## src/rtl/serial_frame_pkg.sv

```systemverilog
`default_nettype none
// ============================================================================
// Module      : serial_frame_pkg
// Description : Shared state encodings and sync defaults for serial_frame_ctrl.
// Revision    : 1.0 - initial release
// ============================================================================
package serial_frame_pkg;

    localparam logic [1:0] HUNT   = 2'b00;
    localparam logic [1:0] SHIFT  = 2'b01;
    localparam logic [1:0] PARITY = 2'b10;
    localparam logic [1:0] HOLD   = 2'b11;

    localparam int               DEF_SYNC_LEN     = 4;
    localparam logic [3:0]       DEF_SYNC_PATTERN = 4'b1101;

endpackage
`default_nettype wire

```

## src/rtl/serial_frame_ctrl_sync_detect.sv

```systemverilog
`default_nettype none
// ============================================================================
// Module      : sync_detect
// Description : Serial sync-pattern hunter with fill count and clear.
// Revision    : 1.0 - initial release
// ============================================================================
module sync_detect #(
    parameter int                  SYNC_LEN     = 4,
    parameter logic [SYNC_LEN-1:0] SYNC_PATTERN = 4'b1101
) (
    input  logic clk,
    input  logic rst,
    input  logic shift_en,
    input  logic clear,
    input  logic in,
    output logic match
);

    localparam int HW = SYNC_LEN - 1;
    localparam int FW = $clog2(SYNC_LEN);
    localparam logic [FW-1:0] C_FILL_FULL = FW'(SYNC_LEN - 1);

    // The oldest bit of the comparison window never needs to be stored.
    logic [HW-1:0]       r_hist;
    logic [FW-1:0]       r_fill;
    logic [SYNC_LEN-1:0] w_window;

    assign w_window = {r_hist, in};
    assign match    = (r_fill == C_FILL_FULL) && (w_window == SYNC_PATTERN);

    always_ff @(posedge clk or posedge rst) begin
        if (rst) begin
            r_hist <= '0;
            r_fill <= '0;
        end else if (clear) begin
            r_hist <= '0;
            r_fill <= '0;
        end else if (shift_en) begin
            r_hist <= w_window[HW-1:0];
            if (r_fill != C_FILL_FULL) begin
                r_fill <= r_fill + FW'(1);
            end
        end
    end

endmodule
`default_nettype wire

```

## src/rtl/serial_frame_ctrl.sv

```systemverilog
`default_nettype none
// ============================================================================
// Module      : serial_frame_ctrl
// Description : Sync hunt, data/parity shift and valid/ready word hand-off.
// Revision    : 1.0 - initial release
// ============================================================================
module serial_frame_ctrl
    import serial_frame_pkg::*;
#(
    parameter int                  SYNC_LEN     = DEF_SYNC_LEN,
    parameter logic [SYNC_LEN-1:0] SYNC_PATTERN = DEF_SYNC_PATTERN,
    parameter int                  DATA_W       = 8,
    parameter int                  PARITY_EN    = 1
) (
    input  logic              clk,
    input  logic              rst,
    input  logic              in,
    input  logic              ready,
    output logic              start_shifting,
    output logic [DATA_W-1:0] data_out,
    output logic              data_valid,
    output logic              par_err,
    output logic [1:0]        cs
);

    localparam int CW = $clog2(DATA_W + 1);
    localparam logic [CW-1:0] C_LAST_BIT = CW'(DATA_W - 1);

    logic [1:0]        r_cs;
    logic [CW-1:0]     r_cnt;
    logic [DATA_W-1:0] r_data;
    logic              r_par_err;
    logic              r_start;
    logic              w_match;
    logic              w_hunting;
    logic              w_accept;
    logic [DATA_W-1:0] w_data_next;

    assign w_hunting = (r_cs == HUNT);
    assign w_accept  = (r_cs == HOLD) && ready;

    sync_detect #(
        .SYNC_LEN     (SYNC_LEN),
        .SYNC_PATTERN (SYNC_PATTERN)
    ) u_sync_detect (
        .clk      (clk),
        .rst      (rst),
        .shift_en (w_hunting),
        .clear    (w_accept),
        .in       (in),
        .match    (w_match)
    );

    generate
        if (DATA_W == 1) begin : g_data_one
            assign w_data_next = in;
        end else begin : g_data_multi
            assign w_data_next = {r_data[DATA_W-2:0], in};
        end
    endgenerate

    always_ff @(posedge clk or posedge rst) begin
        if (rst) begin
            r_cs      <= HUNT;
            r_cnt     <= '0;
            r_data    <= '0;
            r_par_err <= 1'b0;
            r_start   <= 1'b0;
        end else begin
            r_start <= 1'b0;
            case (r_cs)
                HUNT: begin
                    if (w_match) begin
                        r_cs    <= SHIFT;
                        r_cnt   <= '0;
                        r_start <= 1'b1;
                    end
                end
                SHIFT: begin
                    r_data <= w_data_next;
                    r_cnt  <= r_cnt + CW'(1);
                    if (r_cnt == C_LAST_BIT) begin
                        r_cs <= (PARITY_EN != 0) ? PARITY : HOLD;
                    end
                end
                PARITY: begin
                    // Odd population across data plus parity bit flags an error.
                    r_par_err <= (^r_data) ^ in;
                    r_cs      <= HOLD;
                end
                HOLD: begin
                    if (ready) begin
                        r_cs <= HUNT;
                    end
                end
                default: r_cs <= HUNT;
            endcase
        end
    end

    assign start_shifting = r_start;
    assign data_out       = r_data;
    assign data_valid     = (r_cs == HOLD);
    assign par_err        = r_par_err;
    assign cs             = r_cs;

endmodule
`default_nettype wire

```

## config.mk

```make
export PLATFORM = sky130hd
export DESIGN_NAME = serial_frame_ctrl
export DESIGN_NICKNAME = d
export VERILOG_FILES = /design/src/rtl/serial_frame_pkg.sv /design/src/rtl/serial_frame_ctrl_sync_detect.sv /design/src/rtl/serial_frame_ctrl.sv
export SDC_FILE = /design/constraint.sdc
export NUM_CORES = 1
export LEC_CHECK = 0
export ABC_AREA = 1
export CORE_MARGIN = 4
export CORE_UTILIZATION = 37
export DETAILED_ROUTE_END_ITERATION = 10
export SYNTH_ARGS = -nofsm -noshare
export SYNTH_HDL_FRONTEND = slang
export SYNTH_SLANG_ARGS = --single-unit
```

## constraint.sdc

```tcl
create_clock -name clk -period 3.2 [get_ports clk]
set_input_delay 0.32 -clock clk [delete_from_list [all_inputs] [get_ports clk]]
set_output_delay 0.32 -clock clk [all_outputs]
set_load 0.01 [all_outputs]
```

Word level (Yosys, flattened, before mapping)

Cells that the tools add are included.

Register bits after elaboration: 21
Latch bits: 0
Bits in writable memories: 0
Memory bits (read-only): 0
Input bits: 4
Output and inout bits: 13
Memories: 0

Add/subtract/negate cells: 2
Multiply operators: 0
Div/mod/pow operators: 0
Magnitude comparators: 0
Eq/ne operators: 10
Shifts and indexed selects: 0
Multiplexer cells: 13
Bitwise logic cells: 1
Reductions and logical operators: 10

Operators by type and width:

| kind                                                 | number |
|---|---|
| two-way mux 2 bit                                    | 6 |
| != test 2 bit (second input constant)                | 4 |
| case mux 2 bit (4 select lines)                      | 1 |
| case mux 4 bit (2 select lines)                      | 1 |
| XOR reduction 8 bit                                  | 1 |
| equality test 2 bit (second input constant)          | 3 |
| two-way mux 3 bit                                    | 2 |
| nonzero test 2 bit                                   | 3 |
| adder 4 x 1 -> 4 bit (second input constant)         | 1 |
| equality test 4 x 3 -> 1 bit (second input constant) | 1 |
| equality test 4 bit (second input constant)          | 1 |
| two-way mux 4 bit                                    | 1 |
| AND reduction 2 bit                                  | 2 |
| AND reduction 3 bit                                  | 1 |
| adder 2 x 1 -> 2 bit (second input constant)         | 1 |
| equality test 2 x 1 -> 1 bit (second input constant) | 1 |
| logical AND 1 bit                                    | 2 |
| logical NOT 2 bit                                    | 1 |
| two-way mux 1 bit                                    | 2 |
| bitwise XOR 1 bit                                    | 1 |

Depth between registers and ports, before layout

Gate-level depths: netlist of run 1.

Depth in word-level cells: 4
Gate-level depth with buffers: 9

Cells and area by module

Synthesis of run 1 repeated with hierarchy kept, for this count alone.

Cell total of the unflattened synthesis: 142
Area total of the unflattened synthesis: 1151.1 um2

Modules (own cells, without submodules):

| module            | times used | cells each | area an instance (um2) |
|---|---|---|---|
| serial_frame_ctrl | 1          | 111        | 893.4 |
| sync_detect       | 1          | 31         | 257.7 |

Worst setup path after synthesis of run 1

OpenSTA, ideal clock, no wires.

Path kind: reg-to-reg
Start point: register r_cs[0] (netlist: cs[0])
End point: register u_sync_detect.r_fill[1]
Library setup time: 0.127 ns
Arrival: 1.189 ns
Required time: 3.073 ns
Path slack: 1.884 ns
Stages on the path, launching flop included: 6
Path buffers: 0
Period minus slack after synthesis: 1.316 ns
Path through: dfrtp_1 inv_1 ha_1 inv_1 o21ai_0 o21ai_0

Longest elaborated chain between the ends: 4

RTL lines:

| element                              | RTL line                            | RTL |
|---|---|---|
| start, declared                      | serial_frame_ctrl.sv:29             | `logic [1:0] r_cs;` |
| start signal, assigned               | serial_frame_ctrl.sv:83             | `r_cs <= (PARITY_EN != 0) ? PARITY : HOLD;` |
| equality test 2 bit                  | serial_frame_ctrl.sv:40             | `assign w_accept = (r_cs == HOLD) && ready;` |
| logical AND 1 bit                    | serial_frame_ctrl.sv:40             |  |
| nonzero test 2 bit (no source line)  | -                                   |  |
| AND reduction 2 bit (no source line) | -                                   |  |
| end signal, assigned                 | serial_frame_ctrl_sync_detect.sv:41 | `r_fill <= r_fill + FW'(1);` |
| end, declared                        | serial_frame_ctrl_sync_detect.sv:25 | `logic [FW-1:0] r_fill;` |

Several ways; a longest one is shown, not always the timed one.
A chain may end at the register's enable or synchronous reset.

Final worst setup path of run 1

Start point: register r_cs[0] (netlist: cs[0])
End point: output data_valid

Longest elaborated chain between the ends: 1

RTL lines:

| element             | RTL line                 | RTL |
|---|---|---|
| equality test 2 bit | serial_frame_ctrl.sv:103 | `assign data_valid = (r_cs == HOLD);` |
| end, declared       | serial_frame_ctrl.sv:21  | `output logic data_valid,` |

No other way between the ends.

==> flow_metrics.py, run 1 <==
metrics = {
    "status": {
        "status": "completed",
    },
    "pwr": {
        "peakVddDrop_uv": 400,
        "power_leakage_nw": 0.677,
        "power_frac_seq": 0.365,
        "power_per_cell_area_nw_per_um2": 1010,
        "switching_power_mw": 0.616,
        "clkPwrFrac": 0.092,
        "p_int_mw": 0.749,
        "comb_power_share": 0.543,
        "power.total_mw": 1.36,
        "swShare": 0.451,
    },
    "placement": {
        "placed_cell_area_um2": 1320,
        "dp_worst_setup_slack_ns": 1.62,
        "globalplace.congestion": 0.727,
        "dpl.hpwl_um": 1720,
        "io_buffers": 16,
    },
    "sta": {
        "fin_tns_setup_ns": 0,
        "timing.final.max_slew_violations": 0,
        "hold-worst-slack_ns": 0.452,
        "rsz0062_at_grt": "false",
        "fin_crit_sh": 0.571,
        "max_freq_mhz": 547,
        "worst_slew_pin_slew_ns": 0.788,
        "finalSetupViolCount": 0,
        "layout_min_cycle_time_ns": 1.83,
        "timing.slew.headroom": 0.474,
        "layout_setup_ws_ns": 1.37,
        "finClkSkew_ns": 0.00655,
        "hold_viol": 0,
    },
    "synthesis": {
        "synth_nets": 150,
        "yosysSeqAreaShare": 0.467,
        "syn_area_um2": 1120,
        "synth_seq_cells": 21,
        "yosys_warnings": 0,
        "syn_inst": 139,
        "ys_types": 19,
        "syn_avg_cell_area_um2": 8.09,
    },
    "floorplan": {
        "die-area_um2": 3990,
        "pin_count": 17,
        "num_rows": 19,
        "die-width_um": 63.1,
        "die_h_um": 63.1,
        "initial_core_util": 0.398,
        "coreArea_um2": 2830,
    },
    "critical_path": {
        "crit_chain": "ha_1 -> clkdlybuf4s50_1",
        "path_delay_family": "buffers and inverters",
        "arrival_ns": 1.51,
        "critPathSlowestCell": "clkdlybuf4s50_1",
        "max_stage_delay_ns": 0.55,
        "worst-path-buf-inv": 1,
        "crit_type": "flip-flop to primary output",
        "required_ns": 2.88,
        "critPathMaxFanout": 5,
        "worstSetupStartpointType": "flip-flop",
        "cp-end-kind": "primary output",
    },
    "grt": {
        "grt_max_degree": 22,
        "gr-total-overflow": 0,
        "grt_usage": 0.123,
        "grt_antenna_before_repair": 0,
        "grt_pass1_vias": 931,
        "grt_pass1_wl_um": 4000,
    },
    "clock_tree": {
        "clk_latency_ns": 0.30,
        "cts_made_buffers": 3,
        "htreeDepth": 1,
        "cts-hold-fix-buffers": 0,
        "cts_tree": "built",
        "cts_resized": 0,
        "clk_pin_slew_ns": 0.12,
        "postCtsSetupRepairBufs": 0,
        "clock_path_buffers": 2,
        "clock-root-buffer": "clkbuf_4",
        "cts.sinks": 21,
    },
    "finish": {
        "diodes": 0,
        "drive_above_1_share": 0.0696,
        "layout_common_cells": "nand2_1, dfrtp_1, inv_1",
        "final_cell_area_um2": 1350,
        "nets": 170,
        "final_common_cell": "nand2_1",
        "fillers": 280,
        "area_growth_pct": 19.7,
    },
    "drt": {
        "drc": 0,
        "detail-route-antenna-nets": 0,
        "drt_iter0_markers": 48,
        "via_per_inst": 4.87,
        "vias": 920,
        "wl_per_cell_um": 11.9,
        "routed_wl_um": 2240,
        "first_pass_iters": 4,
    },
    "run": {
        "maxCapViolations": 0,
    },
    "worst_hold_path": {
        "hold_path.class": "primary input to asynchronous set/reset pin",
    },
}
cell families (layout without fill, tap and decap cells):
kind of cell / after synthesis / count (layout) / share of synthesized area
AO/OA/AOI/OAI: 23 / 23 / 0.108
adder cells (fa/ha/maj): 7 / 7 / 0.0779
XOR/XNOR: 6 / 6 / 0.0467
AND/OR/NAND/NOR: 60 / 60 / 0.226
buffers and inverters: 22 / 41 / 0.0745
flip-flops: 21 / 21 / 0.467
registers in the layout, indices dropped and copies added (netlist names):
name / flops
u_sync_detect.r_hist: 3
par_err: 1
data_out: 8
r_cnt: 4
cs: 2
start_shifting: 1
u_sync_detect.r_fill: 2
per-stage QoR:
step	instances	util
5_1_grt	189	0.476
2_1_floorplan	139	-
3_5_place_dp	185	0.466
3_3_place_gp	185	0.466
6_report	189	0.476
4_1_cts	189	0.476
cell usage after synthesis:
cell type / count / area, um2
dfrtp_1: 21 / 526
buf_2: 1 / 5.00
xor2_1: 3 / 26.3
xnor2_1: 3 / 26.3
nand3_1: 7 / 35.0
o21ai_0: 12 / 60.1
nand3_2: 1 / 10.0
nor2_1: 9 / 33.8
o21ai_1: 3 / 15.0
o31ai_1: 1 / 7.51
inv_2: 2 / 7.51
o21ai_2: 1 / 8.76
inv_1: 19 / 71.3
nor2_2: 1 / 6.26
ha_1: 7 / 87.6
nand2_1: 40 / 150
nand2_2: 1 / 6.26
a21oi_1: 6 / 30.0
nand4_2: 1 / 12.5
power by group through the flow:
stage	logic [mW]	clock network, mW	registers, mW
4_1_cts	0.752	0.134	0.496
3_5_place_dp	0.748	0	0.501
2_1_floorplan	0.476	0	0.509
6_report	0.742	0.125	0.498
5_1_grt	0.865	0.146	0.514
3_3_place_gp	0.725	0	0.496
path summary, 6_finish.rpt:
kind / from / slack, ns / end / cells after the start
max: cs[0] / 1.37 / data_valid / 2
max in group asynchronous: rst / 2.26 / start_shifting / 2
min reg2reg: r_cnt[0] / 0.52 / r_cnt[0] / 1
min in group clk: r_cnt[0] / 0.52 / r_cnt[0] / 1
max reg2reg: cs[1] / 1.61 / r_cnt[2] / 6
min: rst / 0.45 / r_cnt[2] / 2
cell type report:
| cell class | count | area [um2] | share of cell area |
|---|---|---|---|
| clock buffers | 3 | 22.5 | 0.0167 |
| clock inverters | 1 | 5.00 | 0.00372 |
| repair buffers | 16 | 160 | 0.119 |
| flip-flops and latches | 21 | 526 | 0.390 |
| inverters | 21 | 78.8 | 0.0586 |
| multi-input cells | 96 | 515 | 0.383 |
| well taps | 31 | 38.8 | 0.0288 |
routing by layer:
layer,part of all wire,GRT usage,vias up
met2,0.48,0.211,25
li1,-,-,474
met5,0,0,-
met4,0.0080,0.0579,0
met3,0.048,0.0195,2
met1,0.47,0.149,419
Power figures use the tool's default switching activity.
==> inputs of run 2 (changes only) <==
Clock period 3.2 ns to 1.9 ns, I/O delays scaled along.
==> flow_metrics.py, run 2 (same netlist as run 1, synthesis figures left out) <==
metrics = {
    "status": {
        "status": "completed",
    },
    "grt": {
        "grt_usage": 0.116,
        "grt_max_degree": 22,
        "gr-total-overflow": 0,
        "grt_pass1_vias": 849,
        "grt_antenna_before_repair": 0,
        "grt_pass1_wl_um": 3680,
    },
    "finish": {
        "area_growth_pct": 20.9,
        "layout_common_cells": "nand2_1, dfrtp_1, inv_1",
        "nets": 172,
        "final_common_cell": "nand2_1",
        "largest_register_ffs": 8,
        "diodes": 0,
        "fillers": 283,
        "fin_util": 0.481,
        "drive_above_1_share": 0.0750,
    },
    "pwr": {
        "power_leakage_nw": 0.684,
        "power_per_cell_area_nw_per_um2": 1690,
        "power.total_mw": 2.30,
        "peakVddDrop_uv": 748,
    },
    "sta": {
        "worst_slew_pin_slew_ns": 0.275,
        "layout_min_cycle_time_ns": 1.69,
        "fin_crit_sh": 0.887,
        "finalSetupViolCount": 0,
        "finClkSkew_ns": 0.00736,
        "timing.slew.headroom": 0.815,
        "fin_tns_setup_ns": 0,
        "timing.final.max_slew_violations": 0,
        "layout_setup_ws_ns": 0.214,
        "hold_viol": 0,
        "rsz0062_at_grt": "false",
        "max_freq_mhz": 593,
    },
    "critical_path": {
        "required_ns": 1.71,
        "max_stage_delay_ns": 0.54,
        "r2r_cells": 5,
        "path_delay_family": "buffers and inverters",
        "startpoint": "cs[1]",
        "crit_chain": "ha_1 -> clkdlybuf4s50_1",
        "critPathSlowestCell": "clkdlybuf4s50_1",
        "r2r-end": "u_sync_detect.r_fill[1]",
        "cp-end-kind": "primary output",
        "critPathMaxFanout": 5,
        "rrSetupSlack_ns": 0.46,
        "r2r_start": "cs[0]",
        "worst-path-buf-inv": 1,
        "crit_type": "flip-flop to primary output",
        "worstSetupStartpointType": "flip-flop",
        "arrival_ns": 1.50,
    },
    "drt": {
        "via_per_inst": 4.74,
        "wl_per_cell_um": 11.1,
        "first_pass_iters": 4,
        "routed_wl_um": 2130,
        "drc": 0,
        "vias": 906,
        "drt_iter0_markers": 45,
        "detail-route-antenna-nets": 0,
    },
    "clock_tree": {
        "cts_tree": "built",
        "cts-hold-fix-buffers": 0,
        "clk_pin_slew_ns": 0.12,
        "htreeDepth": 1,
        "clock-root-buffer": "clkbuf_4",
        "postCtsSetupRepairBufs": 0,
        "cts.sinks": 21,
        "cts_made_buffers": 3,
        "cts_resized": 0,
        "clk_latency_ns": 0.30,
        "clock_path_buffers": 2,
    },
    "placement": {
        "globalplace.congestion": 0.851,
        "dp_worst_setup_slack_ns": 0.475,
        "dpl.hpwl_um": 1660,
        "io_buffers": 16,
    },
    "run": {
        "maxCapViolations": 0,
    },
    "floorplan": {
        "die_h_um": 63.1,
        "initial_core_util": 0.398,
        "die-width_um": 63.1,
        "pin_count": 17,
        "coreArea_um2": 2830,
        "num_rows": 19,
        "die-area_um2": 3990,
    },
    "worst_hold_path": {
        "hold_path.class": "primary input to asynchronous set/reset pin",
    },
}
-- run 2: cell count changes in the layout (fill, tap and decap cells not counted), sizes merged --
| cell | delta |
|---|---|
| clkbuf | +1 |
| buf | +2 |
| clkinv | -1 |
-- run 2: cell type report --
type	count	area, um2	share of cell area
multi-input combinational	96	515	0.379
inverter	21	78.8	0.0580
clock buffer	4	26.3	0.0193
tap	31	38.8	0.0285
sequential	21	526	0.386
timing repair buffer	18	175	0.129
-- run 2: power by group --
part           leakage [nW]  switching [mW]  total (mW)  internal, mW
Clock                0.0150           0.136       0.218        0.0818
Combinational         0.404           0.685        1.24         0.558
Sequential            0.265           0.196       0.835         0.640
-- run 2: how the worst max path moves through the flow --
stage | endpoint | depth (start not counted)
2_1_floorplan | u_sync_detect.r_fill[1] | 5
3_3_place_gp | u_sync_detect.r_fill[0] | 5
3_5_place_dp | u_sync_detect.r_fill[1] | 5
4_1_cts | data_valid | 2
5_1_grt | data_valid | 2
6_report | data_valid | 2
-- run 2: worst register-to-register path, cell delays in order, from the launching register on --
cell,delay [ns]
dfrtp_1,0.44
inv_1,0.12
ha_1,0.32
inv_1,0.13
o21ai_0,0.21
o21ai_0,0.11
-- run 2: stage by stage --
step,std cells,hold WS (ns),instance area [um2]
2_1_floorplan,139,0.167,1120
3_3_place_gp,187,0.465,1330
3_5_place_dp,187,0.475,1330
4_1_cts,191,0.213,1360
5_1_grt,191,0.240,1360
6_report,191,0.205,1360
-- run 2: metal layers --
| layer | routed length, um | vias up | global-route usage |
|---|---|---|---|
| li1 | - | 474 | - |
| met1 | 986 | 415 | 0.143 |
| met2 | 1040 | 15 | 0.195 |
| met3 | 85 | 2 | 0.0409 |
| met4 | 14 | 0 | 0.0248 |
| met5 | 0 | - | 0 |
==> inputs of run 3 (changes only) <==
--- a/config.mk
+++ b/config.mk
@@ -11,2 +11,3 @@
 export DETAILED_ROUTE_END_ITERATION = 10
+export SLEW_MARGIN = 20
 export SYNTH_ARGS = -nofsm -noshare
--- a/constraint.sdc
+++ b/constraint.sdc
@@ -3,2 +3,2 @@
 set_output_delay 0.19 -clock clk [all_outputs]
-set_load 0.01 [all_outputs]
+set_load 0.1 [all_outputs]
==> flow_metrics.py, run 3 (same netlist as run 1, synthesis figures left out) <==
metrics = {
    "drt": {
        "drt_iter0_markers": 39,
        "drc": 0,
        "via_per_inst": 4.85,
        "wl_per_cell_um": 11.8,
        "vias": 926,
        "detail-route-antenna-nets": 0,
        "routed_wl_um": 2260,
        "first_pass_iters": 4,
    },
    "placement": {
        "dp_worst_setup_slack_ns": 0.471,
        "dpl.hpwl_um": 1790,
        "globalplace.congestion": 0.821,
        "io_buffers": 16,
    },
    "clock_tree": {
        "cts_made_buffers": 3,
        "htreeDepth": 1,
        "cts_tree": "built",
        "cts_resized": 0,
        "clk_pin_slew_ns": 0.12,
        "cts-hold-fix-buffers": 0,
        "clock_path_buffers": 2,
        "cts.sinks": 21,
        "clock-root-buffer": "clkbuf_4",
        "clk_latency_ns": 0.30,
        "postCtsSetupRepairBufs": 0,
    },
    "floorplan": {
        "num_rows": 19,
        "coreArea_um2": 2830,
        "die_h_um": 63.1,
        "die-width_um": 63.1,
        "die-area_um2": 3990,
        "initial_core_util": 0.398,
        "pin_count": 17,
    },
    "critical_path": {
        "worstSetupStartpointType": "flip-flop",
        "r2r_cells": 5,
        "critPathMaxFanout": 8,
        "arrival_ns": 1.63,
        "cp-end-kind": "flip-flop",
        "r2r-end": "u_sync_detect.r_fill[1]",
        "crit_type": "flip-flop to flip-flop",
        "rrSetupSlack_ns": 0.46,
        "r2r_start": "cs[1]",
        "required_ns": 2.09,
    },
    "finish": {
        "nets": 172,
        "drive_above_1_share": 0.175,
        "fillers": 278,
        "layout_common_cells": "nand2_1, inv_1, dfrtp_1",
        "ff_latch_area_um2": 528,
        "diodes": 0,
        "largest_register_ffs": 8,
        "area_growth_pct": 19.6,
        "multi_input_area_um2": 518,
        "final_common_cell": "nand2_1",
    },
    "grt": {
        "grt_pass1_vias": 896,
        "grt_antenna_before_repair": 0,
        "grt_usage": 0.124,
        "grt_max_degree": 18,
        "grtUsageMet1": 0.151,
        "busiest_layer": "met2",
        "gr-total-overflow": 0,
        "grt_pass1_wl_um": 3930,
        "grtUsageMet3": 0.0249,
        "gr-usage-met2": 0.211,
    },
    "status": {
        "status": "completed",
    },
    "sta": {
        "finClkSkew_ns": 0.00199,
        "timing.slew.headroom": 0.555,
        "finalSetupViolCount": 0,
        "layout_min_cycle_time_ns": 1.44,
        "hold_viol": 0,
        "timing.final.max_slew_violations": 0,
        "layout_setup_ws_ns": 0.462,
        "fin_tns_setup_ns": 0,
        "fin_crit_sh": 0.757,
        "hold-worst-slack_ns": 0.286,
        "rsz0062_at_grt": "false",
        "max_freq_mhz": 696,
        "worst_slew_pin_slew_ns": 0.667,
    },
    "worst_hold_path": {
        "hold_path.class": "primary input to asynchronous set/reset pin",
    },
    "run": {
        "maxCapViolations": 0,
    },
}
[run 3: cell types whose count changed in the layout (fill, tap and decap cells not counted)]
cell and change:
buf_4 +12, ha_1 -1, clkdlybuf4s50_1 -13, ha_2 +1, dfrtp_1 -2, buf_12 +1
dfrtp_2 +2
[run 3: layer usage]
metal	vias to the layer above	share of wire
met5	-	0
met3	2	0.027
met2	9	0.50
li1	474	-
met1	441	0.46
met4	0	0.0084
[run 3: cell type report]
cell class	instances	area share
clock buffer	4	0.0195
inverter	21	0.0586
multi-input combinational	96	0.385
sequential	21	0.393
tap	31	0.0288
timing repair buffer	18	0.115
[run 3: how the worst max path moves through the flow]
stage / to / depth (start not counted) / start
floorplan: u_sync_detect.r_fill[1] / 4 / cs[1]
global placement: cs[1] / 6 / in
detailed placement: u_sync_detect.r_fill[1] / 5 / cs[1]
CTS: u_sync_detect.r_fill[1] / 5 / cs[1]
global route: u_sync_detect.r_fill[1] / 5 / cs[1]
finish: u_sync_detect.r_fill[1] / 5 / cs[1]
[run 3: worst max-delay path: stages, from the launching register on]
cell and delay (ns):
dfrtp_2 0.46, inv_1 0.11, ha_1 0.31, inv_1 0.13
o21ai_0 0.22, o21ai_0 0.10
[run 3: per-stage QoR]
step | cell area, um2 | utilization | instances
finish | 1350 | 0.475 | 191
global route | 1350 | 0.475 | 191
CTS | 1350 | 0.475 | 191
detailed placement | 1320 | 0.466 | 187
global placement | 1320 | 0.466 | 187
floorplan | 1130 | - | 139
Power of run 3 is left out: the tool's default activity adds up to more than one toggle a clock period on the data nets, which glitch-free logic cannot reach.
